==> src/rtl/periodic_irq_timer.sv <==
// periodic_irq_timer: N_CH periodic tick/irq channels with overrun flags; ovr_cnt counters when PERIODIC_IRQ_OVERRUN_CNT_EN is defined
module periodic_irq_timer #(
  parameter int N_CH = 2,
  parameter int CNT_W = 16,
  parameter int DEFAULT_TC = 6249
) (
  input  logic                  clk,
  input  logic                  reset,
  input  logic [N_CH-1:0]       ch_en,
  input  logic                  tc_we,
  input  logic [$clog2(N_CH):0] tc_sel,
  input  logic [CNT_W-1:0]      tc_wdata,
  input  logic [N_CH-1:0]       irq_ack,
  output logic [N_CH-1:0]       tick,
  output logic [N_CH-1:0]       irq_req,
  output logic                  irq_any,
  output logic [N_CH-1:0]       overrun,
  output logic [4*N_CH-1:0]     ovr_cnt
);
  localparam int SEL_W = $clog2(N_CH) + 1;
  assign irq_any = |irq_req;
  for (genvar i = 0; i < N_CH; i++) begin : g_ch
    logic [CNT_W-1:0] cnt, tc;
    logic wr, hit, t, r, o;
    assign wr = tc_we & (tc_sel == SEL_W'(i));
    assign hit = ch_en[i] & ~wr & (cnt == tc);
    assign tick[i] = t;
    assign irq_req[i] = r;
    assign overrun[i] = o;
    always_ff @(posedge clk)
      if (reset) begin
        cnt <= '0;
        tc <= CNT_W'(DEFAULT_TC);
        t <= 1'b0;
        r <= 1'b0;
        o <= 1'b0;
      end else begin
        tc <= wr ? tc_wdata : tc;
        cnt <= (wr | hit | ~ch_en[i]) ? '0 : cnt + CNT_W'(1);
        t <= hit;
        r <= ~irq_ack[i] & (hit | r);
        o <= ~irq_ack[i] & (o | (hit & r));
      end
`ifdef PERIODIC_IRQ_OVERRUN_CNT_EN
    logic [3:0] oc;
    assign ovr_cnt[4*i +: 4] = oc;
    always_ff @(posedge clk)
      if (reset) oc <= 4'd0;
      else oc <= irq_ack[i] ? 4'd0 : (hit & r & (oc != 4'hf)) ? oc + 4'd1 : oc;
`else
    assign ovr_cnt[4*i +: 4] = 4'd0;
`endif
  end
endmodule

==> config.mk <==
export PLATFORM = sky130hd
export DESIGN_NAME = periodic_irq_timer
export DESIGN_NICKNAME = d
export VERILOG_FILES = /design/src/rtl/periodic_irq_timer.sv
export SDC_FILE = /design/constraint.sdc
export NUM_CORES = 1
export LEC_CHECK = 0
export CAP_MARGIN = 20
export CORE_MARGIN = 1.5
export CORE_UTILIZATION = 30
export DETAILED_ROUTE_END_ITERATION = 10
export PLACE_DENSITY_LB_ADDON = 0.3
export SLEW_MARGIN = 20
export SYNTH_ARGS = -nofsm -noshare
export SYNTH_HDL_FRONTEND = slang
export SYNTH_SLANG_ARGS = --single-unit
==> constraint.sdc <==
create_clock -name clk -period 2.9 [get_ports clk]
set_input_delay 0.87 -clock clk [delete_from_list [all_inputs] [get_ports clk]]
set_output_delay 0.87 -clock clk [all_outputs]
set_load 0.02 [all_outputs]
==> key figures <==
Layout
  • Finished Layout Cells: 546
  • Antenna fix cells: 0
  • Syn-to-layout area delta: 18.4%
  • Final net count: 432
  • Area of the multi-input gates: 0.00169 mm²
  • FILL cells: 1094
  • FF/Latch Area: about 0.0014 mm²
  • Share of cells above drive strength 1: 0.0878

Logic synthesis
  • Post-synth ARST share: 0
  • Yosys warning count: 0
  • Cell taking the most area after synthesis: dfxtp_1
  • Top-count cell post-synth: nand2_1
  • Ranking of synthesized cells by area: dfxtp_1 43%, xnor2_1 12%, nand2_1 8.8%
  • Flops & latches, synth: 70
  • Unique masters post-synth: 40
  • Mapped Cells: 382
  • Avg Inst Size Synth: 8.56 µm²
  • Mapped Area: 0.00327 mm²
  • Share of the synthesized area in the top cell type: 0.428
  • Sequential area share after synthesis: 0.428
  • Number of synthesized flops with an enable pin: 0
  • Synth top cells by count: 77 x nand2_1, 70 x dfxtp_1, 46 x xnor2_1, 31 x nor3_1, 20 x a21oi_1
  • Top FF cell, synth: dfxtp_1

Floorplanning
  • Die W: approximately 110 µm
  • Die Y-Extent: 107 µm
  • Number of I/O pins: 40
  • Die area: between 0.01 and 0.015 mm²
  • Initial Util: 0.313
  • Core area: 0.0105 mm²
  • Rows: 37

Worst setup path
  • Max FO, Critical Path: 4
  • Worst path required time: 2.03 ns
  • Crit end category: primary output
  • Arr. time, crit path: 1.51 ns
  • WS Path Type: reg -> out
  • Startpoint types: register
  • Worst R2R Setup Slack: ~1.0 ns

Clock tree
  • Post-cts resize count: 0
  • CTS tree: built
  • Setup bufs post-CTS: 0
  • CTS Root Cell: clkbuf_8
  • Clk Latency, worst-skew pair: 0.34 ns
  • Sink count of the clock tree: 70
  • CTS Hold Bufs: 0
  • CTS max path bufs: 2
  • Clk slew on worst S/H paths: 0.08 ns
  • Htree depth: 3
  • CTS buffer count: 9

Detailed routing
  • DRT Wirelength: slightly above 7000 µm
  • Avg WL per Cell: around 13 µm
  • Via count: 2540
  • Drt drc: 0
  • Drt pass-1 iters: 5
  • Vias per cell: 4.65
  • Iteration-0 DRC Markers: 107
  • Post-DRT Antenna Nets: 0

Power
  • Int Pwr: approximately 1.6 mW
  • Total power: 2.01 mW
  • Switch Pwr: 0.455 mW
  • Peak VDD IR: 0.000239 V
  • P_leak: 1.25 nW
  • Sw frac: 0.227
  • Seq pwr share: 0.497
  • Clock share of power: 0.433
  • Combinational Power Share: 0.070
  • Power density over cell area: 518 mW/mm²

STA
  • TNS Setup: 0 ns
  • Fmax: 0.420 GHz
  • Crit path time final: 2.38 ns
  • Clock skew: ~0.0090 ns
  • Final Max Slew Viols: 0
  • Crit share post-route: 0.821
  • Actual slew at the worst max-slew pin: 0.534 ns
  • Worst slew margin: 0.644
  • Fin. Hold Viols: 0
  • Final setup fails: 0
  • RSZ-0062 raised after global routing: no

GRT
  • All-layer global routing usage: 0.134
  • First-pass GRT wire length: approximately 12000 µm
  • Vias in the first global route: 2444
  • Global route overflow: 0
  • Initial antenna violation count: 0
  • Largest net degree at the start of global routing: 20

Placed design
  • Port Buffers: 31
  • DPL Wire Length: 5440 µm
  • Final Wtd Congestion: roughly 0.77
  • Dpl cells: 530

Min path
  • Min-Delay Path Class: reg -> reg

Run status
  • Outcome: complete, no violations

Run
  • Number of max-cap violations: 0
==> final cells by class <==
class,instances,share of cell area
clock inverter,6,0.0220
sequential,70,0.362
multi-input combinational,280,0.437
clock buffer,10,0.0355
tap,136,0.0439
timing repair buffer,38,0.0937
inverter,6,0.00581
==> per-stage QoR <==
step / hold slack [ns] / worst slack [ns] / util / cell area (µm²)
finish: 0.471 / 0.519 / 0.370 / 3870
global route: 0.485 / 0.443 / 0.370 / 3870
CTS: 0.475 / 0.497 / 0.370 / 3870
detailed placement: 0.465 / 0.265 / 0.349 / 3650
global placement: 0.461 / 0.327 / 0.349 / 3650
floorplan: 0.449 / 0.610 / - / 3300
==> registers in the layout, summed over array words and instances (netlist names) <==
name	flops
g_ch.tc	32
g_ch.cnt	32
g_ch.o	2
g_ch.r	2
g_ch.t	2
==> per-layer routing <==
layer | track usage | up-vias | wire, µm
li1 | - | 1326 | -
met5 | 0 | - | 0
met1 | 0.160 | 1173 | 3170
met4 | 0.0367 | 0 | 61
met2 | 0.233 | 35 | 3770
met3 | 0.0393 | 6 | 265
==> placed cells by master, fill, tap and decap left out, drive strengths merged, types with 4 or more instances in the layout <==
cell type      netlist  routed
o21ai                4       4
nand3               10      10
dfxtp               70      70
nor4                 5       5
xnor2               46      46
nand3b              13      13
nor3b                6       6
inv                  5       5
clkdlybuf4s50        0      31
buf                 19       7
a21oi               20      20
clkbuf              14      10
nand2               77      77
nand4               14      14
nor3                31      31
a211oi               5       5
xor2                 9       9
conb                 1       8
nor2                 9       9
a22o                 4       4
==> final timing paths <==
| check | startpoint | endpoint | cells past startpoint |
|---|---|---|---|
| setup / recovery | g_ch[1].r | irq_any | 2 |
| hold / removal | g_ch[0].tc[8] | g_ch[0].tc[8] | 2 |
| setup reg to reg | g_ch[0].cnt[2] | g_ch[0].cnt[15] | 4 |
| hold reg to reg | g_ch[0].tc[8] | g_ch[0].tc[8] | 2 |
==> worst max-delay path, cell delays in order (launching register included) <==
cell and delay [ns]:
dfxtp_1 0.34, or2_2 0.29, clkdlybuf4s50_1 0.54
==> cell families (layout without fill, tap and decap cells) <==
| kind of cell | Yosys count | in the layout | synth area share |
|---|---|---|---|
| other | 1 | 8 | 0.00115 |
| AO/OA/AOI/OAI | 34 | 34 | 0.0631 |
| flip-flops | 70 | 70 | 0.428 |
| XOR/XNOR | 55 | 55 | 0.147 |
| adder cells (fa/ha/maj) | 2 | 2 | 0.00765 |
| buffers and inverters | 39 | 60 | 0.0631 |
| AND/OR/NAND/NOR | 181 | 181 | 0.289 |
==> power by group through the flow <==
stage | registers, mW | clock network (mW) | logic, mW
floorplan | 1.02 | 0 | 0.0907
global placement | 1.02 | 0 | 0.139
detailed placement | 1.02 | 0 | 0.141
CTS | 0.998 | 0.894 | 0.142
global route | 1.00 | 0.933 | 0.155
finish | 0.998 | 0.870 | 0.140
(Power assumes the default switching activity.)
